### src/rtl/dac_data_serializer_pkg.sv
// Shared types and helpers for the DAC word-to-bit-pair serializer.
package dac_ser_pkg;

    typedef enum logic [1:0] {
        IDLE  = 2'd0,
        PRIME = 2'd1,
        RUN   = 2'd2
    } dac_ser_state_t;

    localparam int UFL_CNT_W = 16;

    // Two bits leave the serializer per clock, so a word spans width/2 beats.
    function automatic int beats(input int width);
        return width / 2;
    endfunction

endpackage

### src/rtl/dac_data_serializer_if.sv
// Sample-word stream into the serializer.
// Handshake: a word transfers on a rising tx_clk edge where s_valid & s_ready;
// s_data is held stable by the master while s_valid is high and not yet accepted.
interface dac_data_serializer_if #(
    parameter int DATA_WIDTH = 16
);
    logic [DATA_WIDTH-1:0] s_data;
    logic                  s_valid;
    logic                  s_ready;

    modport master (output s_data, output s_valid, input s_ready);
    modport slave  (input s_data, input s_valid, output s_ready);
endinterface

### src/rtl/dac_data_serializer.sv
// Serializes DAC sample words into rising/falling bit pairs with a word-aligned
// frame marker, idle-pattern insertion and a saturating underflow counter.
module dac_data_serializer
    import dac_ser_pkg::*;
#(
    parameter int                    DATA_WIDTH   = 16,
    parameter bit                    MSB_FIRST    = 1'b1,
    parameter logic [DATA_WIDTH-1:0] IDLE_PATTERN = '0
) (
    input  logic                       tx_clk,
    input  logic                       tx_rstn,
    input  logic                       enable,
    dac_data_serializer_if.slave       s_if,
    output logic                       tx_data_m,
    output logic                       tx_data_p,
    output logic                       tx_frame,
    output logic [UFL_CNT_W-1:0]       ufl_cnt,
    input  logic                       ufl_clr,
    output dac_ser_state_t             dbg_state
);

    localparam int BEATS = beats(DATA_WIDTH);
    localparam int CNT_W = (BEATS > 1) ? $clog2(BEATS) : 1;
    localparam logic [CNT_W-1:0] LAST_BEAT = CNT_W'(BEATS - 1);

    if ((DATA_WIDTH % 2) != 0 || DATA_WIDTH < 4) begin : g_bad_width
        $error("dac_data_serializer: DATA_WIDTH must be even and >= 4");
    end

    dac_ser_state_t          state_q, state_d;
    logic [CNT_W-1:0]        cnt_q, cnt_d;
    logic [DATA_WIDTH-1:0]   sh_q, sh_d;
    logic [DATA_WIDTH-1:0]   hold_q, hold_d;
    logic                    hold_valid_q, hold_valid_d;
    logic                    frame_q, frame_d;
    logic [UFL_CNT_W-1:0]    ufl_q, ufl_d;

    logic                    boundary;
    logic                    load;
    logic                    ready;
    logic                    accept;
    logic                    ufl_inc;
    logic [DATA_WIDTH-1:0]   sh_shifted;

    // Send order decides which end of the shifter feeds the output pins.
    if (MSB_FIRST) begin : g_msb
        assign sh_shifted = {sh_q[DATA_WIDTH-3:0], 2'b00};
        assign tx_data_m  = sh_q[DATA_WIDTH-1];
        assign tx_data_p  = sh_q[DATA_WIDTH-2];
    end else begin : g_lsb
        assign sh_shifted = {2'b00, sh_q[DATA_WIDTH-1:2]};
        assign tx_data_m  = sh_q[0];
        assign tx_data_p  = sh_q[1];
    end

    always_comb begin
        boundary     = (cnt_q == LAST_BEAT);
        cnt_d        = boundary ? '0 : cnt_q + CNT_W'(1);
        frame_d      = boundary;
        load         = boundary & ((state_q == RUN) | ((state_q == PRIME) & hold_valid_q));
        ready        = enable & (state_q != IDLE) & (~hold_valid_q | load);
        accept       = s_if.s_valid & ready;

        state_d      = state_q;
        sh_d         = boundary ? IDLE_PATTERN : sh_shifted;
        hold_d       = accept ? s_if.s_data : hold_q;
        hold_valid_d = (hold_valid_q & ~load) | accept;
        ufl_inc      = 1'b0;

        case (state_q)
            IDLE: begin
                hold_valid_d = 1'b0;
                if (enable) state_d = PRIME;
            end
            PRIME: begin
                if (!enable) begin
                    state_d      = IDLE;
                    hold_valid_d = 1'b0;
                end else if (load) begin
                    sh_d    = hold_q;
                    state_d = RUN;
                end
            end
            RUN: begin
                // A disabled boundary ends the stream; a held word is dropped, not counted.
                if (boundary) begin
                    if (!enable) begin
                        state_d      = IDLE;
                        hold_valid_d = 1'b0;
                    end else if (hold_valid_q) begin
                        sh_d = hold_q;
                    end else begin
                        ufl_inc = 1'b1;
                    end
                end
            end
            default: state_d = IDLE;
        endcase

        if (ufl_clr)
            ufl_d = '0;
        else if (ufl_inc && (ufl_q != '1))
            ufl_d = ufl_q + UFL_CNT_W'(1);
        else
            ufl_d = ufl_q;
    end

    always_ff @(posedge tx_clk or negedge tx_rstn) begin
        if (!tx_rstn) begin
            state_q      <= IDLE;
            cnt_q        <= LAST_BEAT;
            sh_q         <= IDLE_PATTERN;
            hold_q       <= '0;
            hold_valid_q <= 1'b0;
            frame_q      <= 1'b0;
            ufl_q        <= '0;
        end else begin
            state_q      <= state_d;
            cnt_q        <= cnt_d;
            sh_q         <= sh_d;
            hold_q       <= hold_d;
            hold_valid_q <= hold_valid_d;
            frame_q      <= frame_d;
            ufl_q        <= ufl_d;
        end
    end

    assign s_if.s_ready = ready;
    assign tx_frame     = frame_q;
    assign ufl_cnt      = ufl_q;
    assign dbg_state    = state_q;

endmodule

### src/flat_wrapper.sv
// flat-port wrapper written by rule: the top's interface ports become plain ports
module dac_data_serializer_flat import dac_ser_pkg::*;
#(
    parameter int                    DATA_WIDTH   = 16,
    parameter bit                    MSB_FIRST    = 1'b1,
    parameter logic [DATA_WIDTH-1:0] IDLE_PATTERN = '0
)
  (tx_clk, tx_rstn, enable, tx_data_m, tx_data_p, tx_frame, ufl_cnt, ufl_clr, dbg_state, s_if_s_data, s_if_s_valid, s_if_s_ready);
  dac_data_serializer_if #(.DATA_WIDTH(DATA_WIDTH)) s_if_i ();
  input  logic tx_clk;
  input  logic tx_rstn;
  input  logic enable;
  output logic tx_data_m;
  output logic tx_data_p;
  output logic tx_frame;
  output logic [UFL_CNT_W-1:0] ufl_cnt;
  input  logic ufl_clr;
  output dac_ser_state_t dbg_state;
  input wire logic [$bits(s_if_i.s_data)-1:0] s_if_s_data;
  input wire logic [$bits(s_if_i.s_valid)-1:0] s_if_s_valid;
  output wire logic [$bits(s_if_i.s_ready)-1:0] s_if_s_ready;
  assign s_if_i.s_data = s_if_s_data;
  assign s_if_i.s_valid = s_if_s_valid;
  assign s_if_s_ready = s_if_i.s_ready;
  dac_data_serializer #(.DATA_WIDTH(DATA_WIDTH), .MSB_FIRST(MSB_FIRST), .IDLE_PATTERN(IDLE_PATTERN)) u_core (.tx_clk(tx_clk), .tx_rstn(tx_rstn), .enable(enable), .s_if(s_if_i), .tx_data_m(tx_data_m), .tx_data_p(tx_data_p), .tx_frame(tx_frame), .ufl_cnt(ufl_cnt), .ufl_clr(ufl_clr), .dbg_state(dbg_state));
endmodule
### config.mk
export PLATFORM = sky130hd
export DESIGN_NAME = dac_data_serializer_flat
export DESIGN_NICKNAME = d
export VERILOG_FILES = /design/src/rtl/dac_data_serializer_pkg.sv /design/src/rtl/dac_data_serializer_if.sv /design/src/rtl/dac_data_serializer.sv /design/src/flat_wrapper.sv
export SDC_FILE = /design/constraint.sdc
export NUM_CORES = 1
export LEC_CHECK = 0
export CORE_MARGIN = 2
export CORE_UTILIZATION = 45
export CTS_CLUSTER_SIZE = 25
export DETAILED_ROUTE_END_ITERATION = 8
export DONT_BUFFER_PORTS = 1
export PLACE_DENSITY = 0.71
export SYNTH_ARGS = -nofsm -noshare
export SYNTH_HDL_FRONTEND = slang
export SYNTH_SLANG_ARGS = --single-unit
### constraint.sdc
create_clock -name tx_clk -period 4.6 [get_ports tx_clk]
set_input_delay 0.69 -clock tx_clk [delete_from_list [all_inputs] [get_ports tx_clk]]
set_output_delay 0.69 -clock tx_clk [all_outputs]
set_load 0.01 [all_outputs]
Yosys cells after proc, flatten, opt, wreduce, memory -nomap -nowiden

Index checks and enable logic that the tools add are counted.

Add/subtract/negate cells: 2
Equality and inequality tests: 8
Multiplexer cells: 23
Bitwise logic cells: 11
Reductions and logical operators: 5

Operators with widths:

| kind                                          | count |
|---|---|
| 2-to-1 mux 16 bit                             | 8 |
| one-hot mux 16 bit (2 select lines)           | 1 |
| adder 16 x 1 -> 16 bit, second input constant | 1 |
| != test 16 bit, second input constant         | 1 |
| 2-to-1 mux 2 bit                              | 5 |
| AND 1 bit                                     | 6 |
| 2-to-1 mux 1 bit                              | 6 |
| one-hot mux 2 bit (3 select lines)            | 1 |
| != test 2 bit, second input constant          | 2 |
| AND reduction 4 bit                           | 1 |
| nonzero test 2 bit                            | 2 |
| adder 3 x 1 -> 3 bit, second input constant   | 1 |
| == test 3 bit, second input constant          | 1 |
| 2-to-1 mux 3 bit                              | 1 |
| != test 3 x 2 -> 1 bit, second input constant | 1 |
| bitwise OR 1 bit                              | 3 |
| one-hot mux 1 bit (3 select lines)            | 1 |
| == test 2 x 1 -> 1 bit, second input constant | 1 |
| == test 2 bit, second input constant          | 1 |
| logical NOT 2 bit                             | 1 |
| != test 2 x 1 -> 1 bit, second input constant | 1 |
| NOT 1 bit                                     | 2 |
| logical AND 1 bit                             | 1 |

Register bits after elaboration: 55
Output and inout port bits: 22
Logic and storage cells: 56

Depth between registers and ports, before layout

Gate-level depths: netlist (run 1).

Depth after elaboration: 11
Depth in mapped cells: 8
Depth with buffers taken out: 6

Worst setup path before layout (run 1)

Ideal clock, no wire load.

Path type: register to register
Start point: reg u_core.cnt_q[0]
End point: reg u_core.hold_q[10]
Setup time: 0.125 ns
Data arrival time: 2.062 ns
Data required time: 4.475 ns
Setup slack: 2.413 ns
Stages on the path, launching flop included: 8
Buffers on the path: 2
Path through: dfstp_2 -> ha_1 -> ha_1 -> clkbuf_2 -> o21ai_1 -> a211oi_4 -> buf_4 -> mux2_2

Cells in the longest elaborated chain, start to end: 5

RTL lines:

| what                      | RTL line                   | text |
|---|---|---|
| from (decl)               | dac_data_serializer.sv:31  | `logic [CNT_W-1:0] cnt_q, cnt_d;` |
| from (signal assigned)    | dac_data_serializer.sv:119 | `cnt_q <= cnt_d;` |
| == test 3 bit             | dac_data_serializer.sv:57  | `boundary = (cnt_q == LAST_BEAT);` |
| named net u_core.boundary | dac_data_serializer.sv:38  | `logic boundary;` |
| AND 1 bit                 | dac_data_serializer.sv:60  | `load = boundary & ((state_q == RUN) \| ((state_q == PRIME) & hold_valid_q));` |
| bitwise OR 1 bit          | dac_data_serializer.sv:61  | `ready = enable & (state_q != IDLE) & (~hold_valid_q \| load);` |
| AND 1 bit                 | dac_data_serializer.sv:61  |  |
| AND 1 bit                 | dac_data_serializer.sv:62  | `accept = s_if.s_valid & ready;` |
| to (signal assigned)      | dac_data_serializer.sv:121 | `hold_q <= hold_d;` |
| to (decl)                 | dac_data_serializer.sv:33  | `logic [DATA_WIDTH-1:0] hold_q, hold_d;` |

The timed path passes the listed nets, and every way through them passes these cells.
A chain may end at the register's enable or synchronous reset.

Final worst setup path (run 1)

Start point: reg u_core.cnt_q[0]
End point: reg u_core.ufl_q[10] (netlist: u_core.ufl_cnt[10])

Cells in the longest elaborated chain, start to end: 5

RTL lines:

| what                         | RTL line                   | text |
|---|---|---|
| == test 3 bit                | dac_data_serializer.sv:57  |  |
| named net u_core.boundary    | dac_data_serializer.sv:38  |  |
| 2-to-1 mux 1 bit             | dac_data_serializer.sv:86  | `if (boundary) begin` |
| 2-to-1 mux 1 bit             | dac_data_serializer.sv:70  | `case (state_q)` |
| logical AND 1 bit            | dac_data_serializer.sv:102 | `else if (ufl_inc && (ufl_q != '1))` |
| nonzero test 2 bit (no line) | -                          |  |
| to (signal assigned)         | dac_data_serializer.sv:124 | `ufl_q <= ufl_d;` |
| to (decl)                    | dac_data_serializer.sv:36  | `logic [UFL_CNT_W-1:0] ufl_q, ufl_d;` |

The timed path passes the listed nets, and every way through them passes these cells.

==> impl_metrics.sql, run 1 <==
INSERT INTO impl_metrics (metric_group, metric, value, unit) VALUES
('power', 'max-vdd-ir-drop', '289', 'uV'),
('flow_run', 'maxCapViolations', '0', ''),
('setup_path', 'critical_path.cell_chain', 'ha_1 -> ha_1 -> nand4b_1 -> or2_4 -> or4_1 -> a21oi_1', ''),
('floorplanning', 'floorplan.die.width', '79.2', 'um'),
('yosys', 'synth-warning-count', '0', ''),
('layout', 'layout.cells.most_common_list', 'sky130_fd_sc_hd__dfrtp_1, sky130_fd_sc_hd__mux2_2, sky130_fd_sc_hd__a22o_1', ''),
('layout', 'design.final.nets', '237', ''),
('power', 'design_power_total', '1.06', 'mW'),
('clocking', 'postCtsSetupRepairBufs', '0', ''),
('power', 'powerDensity', '392', 'mW/mm^2'),
('global_route', 'grt_pass1_vias', '1600', ''),
('setup_path', 'reg2reg_setup_slack', '1.91', 'ns'),
('floorplanning', 'start_util', '0.465', ''),
('yosys', 'post_synth_and_or_nand_nor_area_fraction', '0.156', ''),
('global_route', 'grt_pass1_wl', '7430', 'um'),
('setup_path', 'endpoint_arrival_time_on_the_critical_path', '2.92', 'ns'),
('setup_path', 'timing.critical_path.max_delay_family', 'simple AND/OR/NAND/NOR gates', ''),
('timing', 'least_margin_pin_slew', '1.12', 'ns'),
('floorplanning', 'num_io_pins', '43', ''),
('clocking', 'h_tree_depth', '2', ''),
('routing', 'antenna_violating_nets_post_route', '0', ''),
('setup_path', 'setup.worst_path.start', 'u_core.cnt_q[0]', ''),
('timing', 'report.final.setup_viol', '0', ''),
('routing', 'wirelength', '4510', 'um'),
('clocking', 'cts_num_sinks', '55', ''),
('timing', 'setup-tns-final', '0', 'ns'),
('layout', 'area_delta_synth_final', '6.10', '%'),
('timing', 'max_freq', '372', 'MHz'),
('setup_path', 'critical_path.max_stage_delay', '0.55', 'ns'),
('clocking', 'cts_resized', '0', ''),
('yosys', 'synth_xor_area_frac', '0', ''),
('setup_path', 'reg2regPathDepth', '6', ''),
('place', 'pre_cts_slack', '1.95', 'ns'),
('setup_path', 'critPathMostFrequentCell', 'sky130_fd_sc_hd__ha_1', ''),
('setup_path', 'terminus_of_the_critical_flop_to_flop_path', 'u_core.ufl_cnt[10]', ''),
('setup_path', 'worst_ep_required_time', '4.83', 'ns'),
('timing', 'rsz0062_at_grt', 'no', ''),
('setup_path', 'critical_path.endpoint', 'u_core.ufl_cnt[10]', ''),
('yosys', 'synth_nets', '238', ''),
('floorplanning', 'placementRows', '27', ''),
('yosys', 'synth_compound_area_frac', '0.141', ''),
('setup_path', 'rr_startpoint', 'u_core.cnt_q[0]', ''),
('clocking', 'ctsHoldBuffers', '0', ''),
('clocking', 'clock_latency', '0.31', 'ns'),
('floorplanning', 'die_h', '79.2', 'um'),
('global_route', 'grt_remaining_overflow', '0', ''),
('setup_path', 'critPathCaptureType', 'flop', ''),
('setup_path', 'crit_path_start_kind', 'flop', ''),
('clocking', 'clk_path_buf_depth', '2', ''),
('clocking', 'tritoncts', 'done', ''),
('yosys', 'netlist_cell_types', '43', ''),
('setup_path', 'worst-path-max-fanout', '12', ''),
('place', 'detailedPlacementHpwl', '3090', 'um'),
('yosys', 'synth_top_family_by_area', 'simple AND/OR/NAND/NOR gates', ''),
('global_route', 'antenna_found_initial', '0', ''),
('place', 'port_buffers', '0', ''),
('yosys', 'synth.avg_cell_area', '12.1', 'sq um'),
('layout', 'num-fill-cells', '507', ''),
('yosys', 'syn_inst', '210', ''),
('timing', 'min_period', '2.69', 'ns'),
('yosys', 'synthAdderAreaFrac', '0.0344', ''),
('yosys', 'syn-cell-area', '0.00254', 'sq mm'),
('routing', 'routed_via_density', '5.85', ''),
('yosys', 'synth-main-ff-cell', 'sky130_fd_sc_hd__dfrtp_1', ''),
('outcome', 'outcome', 'complete, no violations', ''),
('yosys', 'async_reset_ff_frac', '1.00', ''),
('routing', 'route.vias.total', '1651', ''),
('clocking', 'ctsRootBufferMaster', 'sky130_fd_sc_hd__clkbuf_8', ''),
('timing', 'fin_crit_sh', '0.585', ''),
('routing', 'detail_route.drc_violations', '0', ''),
('place', 'gpl.final_weighted_congestion', '0.790', '');
## cells in the mapped netlist, types with 4 or more instances
| library cell | number | area [sq um] |
|---|---|---|
| sky130_fd_sc_hd__nor2b_1 | 7 | 43.8 |
| sky130_fd_sc_hd__nand2b_1 | 4 | 25.0 |
| sky130_fd_sc_hd__nor2_1 | 12 | 45.0 |
| sky130_fd_sc_hd__a22o_1 | 14 | 123 |
| sky130_fd_sc_hd__ha_1 | 7 | 87.6 |
| sky130_fd_sc_hd__clkbuf_1 | 4 | 15.0 |
| sky130_fd_sc_hd__dfrtp_1 | 52 | 1300 |
| sky130_fd_sc_hd__or4_1 | 4 | 30.0 |
| sky130_fd_sc_hd__mux2_2 | 21 | 236 |
| sky130_fd_sc_hd__nand4_1 | 5 | 31.3 |
| sky130_fd_sc_hd__nand3_1 | 6 | 30.0 |
| sky130_fd_sc_hd__nand2_1 | 5 | 18.8 |
| sky130_fd_sc_hd__a21oi_1 | 13 | 65.1 |
| sky130_fd_sc_hd__inv_1 | 7 | 26.3 |
## area by class of cell
class	instances	area, sq um	share of cell area
inverter	7	26.3	0.00974
timing repair buffer	1	7.51	0.00278
clock inverter	2	20.0	0.00742
sequential	55	1380	0.512
tap	72	90.1	0.0334
multi-input combinational	139	1090	0.404
clock buffer	6	82.6	0.0306
## power by group
group	switching (mW)	internal [mW]
combinational	0.0738	0.0870
clock	0.163	0.127
sequential	0.0462	0.561
total	0.283	0.775
## routing by layer
metal | share of wire | vias up | track usage
met3 | 0.063 | 8 | 0.0500
met1 | 0.44 | 828 | 0.183
met4 | 0.017 | 0 | 0.0672
li1 | - | 773 | -
met2 | 0.47 | 42 | 0.253
met5 | 0 | - | 0
## sequential cells by signal, summed over array words and instances, names as in the netlist
name                 cells
u_core.hold_q           16
u_core.sh_q             16
u_core.ufl_cnt          16
u_core.cnt_q             3
u_core.dbg_state         2
u_core.hold_valid_q      1
u_core.tx_frame          1
## worst min-delay path by stage
stage          depth (start not counted)             endpoint
2_1_floorplan                          0  u_core.dbg_state[0]
4_1_cts                                0     u_core.hold_q[1]
6_report                               0     u_core.hold_q[1]
3_5_place_dp                           0   u_core.ufl_cnt[14]
3_3_place_gp                           0   u_core.ufl_cnt[14]
5_1_grt                                0  u_core.hold_valid_q
## cell families after synthesis
family,Yosys count
adder cells (fa/ha/maj),7
multiplexers,22
AO/OA/AOI/OAI,49
flip-flops,55
AND/OR/NAND/NOR,61
buffers and inverters,16
## per-stage QoR
step            util  std cells  hold slack [ns]  instance area (sq um)
6_report       0.493        282           0.0592                   2700
4_1_cts        0.493        282           0.0404                   2700
5_1_grt        0.493        282           0.0332                   2700
2_1_floorplan      -        210            0.394                   2540
3_5_place_dp   0.474        274            0.396                   2590
3_3_place_gp   0.474        274            0.396                   2590
## worst reg2reg max path, cell delays in order (launching register included)
cell	delay [ns]
sky130_fd_sc_hd__dfstp_2	0.55
sky130_fd_sc_hd__ha_1	0.15
sky130_fd_sc_hd__ha_1	0.34
sky130_fd_sc_hd__nand4b_1	0.48
sky130_fd_sc_hd__or2_4	0.43
sky130_fd_sc_hd__or4_1	0.50
sky130_fd_sc_hd__a21oi_1	0.16
No activity file was read; power rests on OpenSTA's default activity.
==> inputs of run 2 (changes only) <==
Clock period 4.6 ns to 2.7 ns, I/O delays scaled along.
==> run 2 against run 1 <==
Effect of this change:
- core utilization rose by 1.1 points
- maximum frequency rose by 21%
- critical path type unchanged
- total power increased by 72%
- final area up 2.1%
- worst setup slack worse by 1.4 ns
- critical path depth is 1 higher
- final cell count up 1.8%
- routed wire length increased by 3.4%
- die area unchanged
- sequential share of layout area shrank 1.1 points
- sequential power is 70% higher
- clock-buffer cell count unchanged
==> impl_metrics.sql, run 2 (synthesized netlist as in run 1, its figures left out) <==
INSERT INTO impl_metrics (metric_group, metric, value, unit) VALUES
('floorplanning', 'die_h', '79.2', 'um'),
('power', 'sw_frac_of_total', '0.272', ''),
('setup_path', 'rr_startpoint', 'u_core.dbg_state[0]', ''),
('clocking', 'cts_buffers', '5', ''),
('floorplanning', 'num_io_pins', '43', ''),
('global_route', 'antenna_found_initial', '0', ''),
('floorplanning', 'core-area', '0.00547', 'sq mm'),
('place', 'detailedPlacementHpwl', '3160', 'um'),
('place', 'cell_area_after_placement', '0.00262', 'sq mm'),
('min_path', 'holdCritPathClass', 'input port to flop', ''),
('setup_path', 'reg2regPathDepth', '7', ''),
('clocking', 'ctsHoldBuffers', '2', ''),
('global_route', 'grt_remaining_overflow', '0', ''),
('routing', 'detail_route.drc_violations', '0', ''),
('floorplanning', 'design.die.area', '0.00627', 'sq mm'),
('routing', 'routed_via_density', '5.79', ''),
('power', 'max-vdd-ir-drop', '476', 'uV'),
('setup_path', 'setup.worst_path.start', 'u_core.dbg_state[0]', ''),
('layout', 'post-route-util', '0.503', ''),
('setup_path', 'worst_ep_required_time', '2.93', 'ns'),
('clocking', 'clk_path_buf_depth', '2', ''),
('timing', 'hold_violations_final', '0', ''),
('layout', 'layout.cells.most_common_list', 'sky130_fd_sc_hd__dfrtp_1, sky130_fd_sc_hd__mux2_2, sky130_fd_sc_hd__a22o_1', ''),
('floorplanning', 'floorplan.die.width', '79.2', 'um'),
('routing', 'post_drt_wl_per_cell', '16.3', 'um'),
('clocking', 'cts_num_sinks', '55', ''),
('timing', 'fin_crit_sh', '0.822', ''),
('floorplanning', 'placementRows', '27', ''),
('clocking', 'clock_latency', '0.30', 'ns'),
('layout', 'drive_gt1_frac', '0.200', ''),
('timing', 'max_slew_margin', '0.276', ''),
('clocking', 'ctsRootBufferMaster', 'sky130_fd_sc_hd__clkbuf_8', ''),
('floorplanning', 'start_util', '0.465', ''),
('power', 'clock_power_share', '0.267', ''),
('routing', 'drt_pre_antenna_iters', '4', ''),
('timing', 'timing_max_transition_violations_final', '0', ''),
('layout', 'filler_free_cell_count_of_the_finished_design', '287', ''),
('timing', 'least_margin_pin_slew', '1.09', 'ns'),
('timing', 'setup-tns-final', '0', 'ns'),
('layout', 'layout.cells.most_common', 'sky130_fd_sc_hd__dfrtp_1', ''),
('global_route', 'grtUsageTotal', '0.162', ''),
('layout', 'antenna_cells_inserted', '0', ''),
('layout', 'area_delta_synth_final', '8.37', '%'),
('routing', 'wirelength', '4660', 'um'),
('global_route', 'maximum_number_of_pins_on_one_net_before_global_route_repair', '56', ''),
('timing', 'max_freq', '451', 'MHz'),
('power', 'power.internal', '1.33', 'mW'),
('power', 'design_power_total', '1.82', 'mW'),
('setup_path', 'critical_path.endpoint', 'u_core.ufl_cnt[10]', ''),
('clocking', 'tritoncts', 'done', ''),
('setup_path', 'critPathCaptureType', 'flop', ''),
('global_route', 'grt_pass1_vias', '1624', ''),
('min_path', 'timing.hold.worst_path_depth', '1', ''),
('timing', 'worst_clock_skew', '0.00526', 'ns'),
('clocking', 'h_tree_depth', '2', ''),
('power', 'seqPwrFrac', '0.567', ''),
('clocking', 'worst_setup_hold_path_clk_slew', '0.10', 'ns'),
('power', 'powerDensity', '662', 'mW/mm^2'),
('timing', 'rsz0062_at_grt', 'no', ''),
('flow_run', 'maxCapViolations', '0', ''),
('routing', 'antenna_violating_nets_post_route', '0', ''),
('clocking', 'cts_resized', '0', ''),
('clocking', 'postCtsSetupRepairBufs', '0', ''),
('power', 'comb_power_share', '0.166', ''),
('layout', 'design.final.nets', '242', ''),
('layout', 'stdcell_area', '0.00276', 'sq mm'),
('outcome', 'outcome', 'complete, no violations', ''),
('routing', 'route.vias.total', '1661', ''),
('power', 'p_switching', '0.497', 'mW'),
('timing', 'report.final.setup_viol', '0', ''),
('setup_path', 'endpoint_arrival_time_on_the_critical_path', '2.45', 'ns'),
('setup_path', 'worst-path-max-fanout', '12', ''),
('power', 'cellLeakagePower', '1.21', 'nW'),
('setup_path', 'crit_type', 'flop to flop', ''),
('timing', 'min_period', '2.22', 'ns'),
('setup_path', 'terminus_of_the_critical_flop_to_flop_path', 'u_core.ufl_cnt[10]', ''),
('global_route', 'grt_pass1_wl', '7940', 'um'),
('place', 'port_buffers', '0', ''),
('routing', 'drtIter0Drc', '85', ''),
('setup_path', 'crit_path_start_kind', 'flop', ''),
('place', 'placed_cells', '277', ''),
('setup_path', 'reg2reg_setup_slack', '0.48', 'ns'),
('place', 'gpl.final_weighted_congestion', '0.775', '');
## run 2: layout make-up
type	instances	area, sq um
Fill cell	508	2720
Sequential cell	55	1380
Multi-Input combinational cell	139	1090
Tap cell	72	90.1
Clock buffer	6	82.6
Timing Repair Buffer	6	67.6
Inverter	7	26.3
Clock inverter	2	17.5
## run 2: per-stage QoR
step | hold slack (ns) | setup WS (ns)
2_1_floorplan | 0.109 | 0.513
3_3_place_gp | 0.110 | 0.514
3_5_place_dp | 0.111 | 0.504
4_1_cts | 0.139 | 0.482
5_1_grt | 0.131 | 0.313
6_report | 0.149 | 0.481
## run 2: worst min path at each step
stage / to / slack (ns) / from
final: u_core.ufl_cnt[12] / 0.15 / ufl_clr
after global placement: u_core.ufl_cnt[14] / 0.11 / tx_rstn
after global routing: u_core.ufl_cnt[10] / 0.13 / ufl_clr
after floorplan: u_core.dbg_state[0] / 0.11 / tx_rstn
after CTS: u_core.ufl_cnt[8] / 0.14 / ufl_clr
after detailed placement: u_core.ufl_cnt[14] / 0.11 / tx_rstn
## run 2: worst max-delay path, stage by stage (launching register included)
cell and delay [ns]:
sky130_fd_sc_hd__dfrtp_1 0.45, sky130_fd_sc_hd__inv_1 0.12, sky130_fd_sc_hd__ha_1 0.32, sky130_fd_sc_hd__nand4b_1 0.13, sky130_fd_sc_hd__buf_4 0.20, sky130_fd_sc_hd__or2_4 0.26, sky130_fd_sc_hd__or4_1 0.51, sky130_fd_sc_hd__a21oi_1 0.15
## run 2: routing by layer
metal,vias to the layer above,part of all wire,track usage
li1,786,-,-
met1,825,0.44,0.209
met2,45,0.49,0.264
met3,5,0.061,0.0489
met4,0,0.0081,0.0466
met5,-,0,0
## run 2: power by group through the flow
stage	combinational [mW]	clock, mW	sequential, mW
floorplan	0.250	0	1.03
global placement	0.275	0	1.05
detailed placement	0.285	0	1.05
CTS	0.308	0.507	1.04
global route	0.339	0.541	1.05
finish	0.303	0.487	1.03
==> inputs of run 3 (changes only) <==
Settings changed: PLACE_DENSITY 0.71 to 0.73.
Clock period 2.7 ns to 1.83 ns, I/O delays scaled along.
==> run 3 against run 2 <==
Effect of this change:
- the run now ends with negative setup slack left
- sequential power up 49%
- first-iteration DRC count grew 44%
- worst setup slack got worse by 0.73 ns
- final area grew 25%
- critical path depth shrank 1
- core utilization up 12 points
- die area unchanged
- flip-flop and latch count unchanged
- critical endpoint is now u_core.ufl_cnt[8]
- largest power group unchanged
- highest routed layer unchanged
==> impl_metrics.sql, run 3 (synthesized netlist as in run 1, its figures left out) <==
INSERT INTO impl_metrics (metric_group, metric, value, unit) VALUES
('outcome', 'outcome', 'finished, violations left', ''),
('outcome', 'violations', 'negative setup slack', ''),
('setup_path', 'critPathCaptureType', 'flop', ''),
('timing', 'max_freq', '481', 'MHz'),
('routing', 'route.vias.total', '1892', ''),
('setup_path', 'crit_path_start_kind', 'flop', ''),
('routing', 'drt_pre_antenna_iters', '4', ''),
('timing', 'timing.final.ws_setup', '-0.248', 'ns'),
('flow_run', 'maxCapViolations', '0', ''),
('clocking', 'tritoncts', 'done', ''),
('timing', 'report.final.setup_viol', '47', ''),
('routing', 'wirelength', '5850', 'um'),
('global_route', 'antenna_found_initial', '0', ''),
('place', 'detailedPlacementHpwl', '3620', 'um'),
('timing', 'timing_max_transition_violations_final', '0', ''),
('layout', 'layout.cells.most_common_list', 'sky130_fd_sc_hd__dfrtp_1, sky130_fd_sc_hd__buf_4, sky130_fd_sc_hd__mux2_4', ''),
('setup_path', 'timing.critical_path.max_delay_family', 'simple AND/OR/NAND/NOR gates', ''),
('routing', 'detail_route.drc_violations', '0', ''),
('layout', 'drive_gt1_frac', '0.415', ''),
('setup_path', 'worst_ep_required_time', '2.06', 'ns'),
('timing', 'least_margin_pin_slew', '0.617', 'ns'),
('floorplanning', 'design.die.area', '0.00627', 'sq mm'),
('clocking', 'ctsRootBufferMaster', 'sky130_fd_sc_hd__clkbuf_8', ''),
('global_route', 'grt_remaining_overflow', '0', ''),
('layout', 'design.final.nets', '285', ''),
('floorplanning', 'placementRows', '27', ''),
('layout', 'antenna_cells_inserted', '0', ''),
('layout', 'layout.cells.most_common', 'sky130_fd_sc_hd__dfrtp_1', ''),
('power', 'cellLeakagePower', '1.55', 'nW'),
('routing', 'drtIter0Drc', '122', ''),
('layout', 'filler_free_cell_count_of_the_finished_design', '330', ''),
('setup_path', 'critPathMostFrequentCell', 'sky130_fd_sc_hd__ha_4', ''),
('clocking', 'h_tree_depth', '2', ''),
('floorplanning', 'die_h', '79.2', 'um'),
('power', 'max-vdd-ir-drop', '544', 'uV'),
('timing', 'setup-tns-final', '-6.68', 'ns'),
('setup_path', 'endpoint_arrival_time_on_the_critical_path', '2.31', 'ns'),
('power', 'design_power_total', '3.07', 'mW'),
('global_route', 'maximum_number_of_pins_on_one_net_before_global_route_repair', '56', ''),
('setup_path', 'critical_path.cell_chain', 'ha_4 -> ha_4 -> nand4b_1 -> or2_4 -> or4_4 -> a21oi_2', ''),
('setup_path', 'worst-path-max-fanout', '5', ''),
('global_route', 'grt_pass1_vias', '1835', ''),
('place', 'gpl.final_weighted_congestion', '0.851', ''),
('routing', 'antenna_violating_nets_post_route', '0', ''),
('clocking', 'clk_path_buf_depth', '2', ''),
('min_path', 'holdCritPathClass', 'input port to flop', ''),
('timing', 'worst_clock_skew', '0.0118', 'ns'),
('clocking', 'clock_latency', '0.31', 'ns'),
('clocking', 'worst_setup_hold_path_clk_slew', '0.09', 'ns'),
('clocking', 'cts_num_sinks', '55', ''),
('clocking', 'cts_buffers', '5', ''),
('routing', 'routed_via_density', '5.73', ''),
('routing', 'post_drt_wl_per_cell', '17.7', 'um'),
('timing', 'hold_violations_final', '0', ''),
('place', 'placed_cells', '306', ''),
('timing', 'fin_crit_sh', '1.14', ''),
('timing', 'rsz0062_at_grt', 'yes', ''),
('timing', 'max_slew_margin', '0.589', ''),
('setup_path', 'critical_path.max_stage_delay', '0.56', 'ns'),
('setup_path', 'crit_type', 'flop to flop', ''),
('power', 'powerDensity', '895', 'mW/mm^2'),
('timing', 'min_period', '2.08', 'ns'),
('floorplanning', 'num_io_pins', '43', ''),
('setup_path', 'cp_num_buf_inv', '0', ''),
('global_route', 'grt_pass1_wl', '9100', 'um'),
('floorplanning', 'core-area', '0.00547', 'sq mm'),
('layout', 'area_delta_synth_final', '34.9', '%'),
('global_route', 'grtUsageTotal', '0.185', ''),
('place', 'port_buffers', '0', ''),
('floorplanning', 'floorplan.die.width', '79.2', 'um'),
('floorplanning', 'start_util', '0.465', ''),
('setup_path', 'crit_slowest_cell', 'sky130_fd_sc_hd__dfstp_2', '');
## run 3: changes by cell type in the layout (fill, tap and decap cells not counted), sizes merged
cell         previous run  this run
buf                     5        46
bufinv                  0         1
clkbuf                  6         7
dlygate4sd3             1         2
inv                     9         8
## run 3: final timing paths
path,startpoint,to,slack [ns],cells after the start
max,u_core.cnt_q[0],u_core.ufl_cnt[8],-0.25,6
min,ufl_clr,u_core.ufl_cnt[3],0.02,1
max reg2reg,u_core.cnt_q[0],u_core.ufl_cnt[8],-0.25,6
min reg2reg,u_core.sh_q[6],u_core.sh_q[8],0.47,1
max in group asynchronous,tx_rstn,u_core.cnt_q[2],1.05,2
min in group asynchronous,tx_rstn,u_core.ufl_cnt[6],0.48,2
## run 3: layout make-up
| class | instances | area [sq um] |
|---|---|---|
| multi-input combinational | 139 | 1350 |
| timing repair buffer | 49 | 478 |
| sequential | 55 | 1380 |
| inverter | 7 | 26.3 |
| fill | 438 | 2040 |
| clock buffer | 6 | 72.6 |
| clock inverter | 2 | 38.8 |
| tap | 72 | 90.1 |
## run 3: metal layers
layer	global-route usage	vias to the layer above	part of all wire
met5	0	-	0
met4	0.0362	0	0.0075
met3	0.0545	6	0.063
met2	0.300	57	0.49
met1	0.250	957	0.44
li1	-	872	-
## run 3: worst reg2reg max path, stage by stage (launching register included)
cell and delay (ns):
sky130_fd_sc_hd__dfstp_2 0.56, sky130_fd_sc_hd__ha_4 0.14, sky130_fd_sc_hd__ha_4 0.12, sky130_fd_sc_hd__nand4b_1 0.21, sky130_fd_sc_hd__or2_4 0.34, sky130_fd_sc_hd__or4_4 0.49
sky130_fd_sc_hd__a21oi_2 0.14
## run 3: timing repair
item	CTS	global route
pin swaps	17	16
resized for setup	19	21
hold endpoints to repair	55	2
cloned	0	1
hold buffers	2	1
setup buffers	5	7
setup endpoints to repair	48	49
## run 3: where the power goes
part	switching, mW	leakage, nW	internal [mW]	total (mW)
Clock	0.392	0.0558	0.414	0.806
Combinational	0.301	0.769	0.432	0.734
Sequential	0.119	0.723	1.41	1.53
## run 3: metrics by stage
stage	utilization	hold WS (ns)	worst slack, ns	area, sq um
CTS	0.594	0.00756	-0.278	3250
floorplan	-	-0.0211	-0.174	2660
global placement	0.540	-0.0198	-0.222	2950
finish	0.627	0.0186	-0.248	3430
detailed placement	0.540	-0.0195	-0.262	2950
global route	0.627	0.00594	-0.327	3430
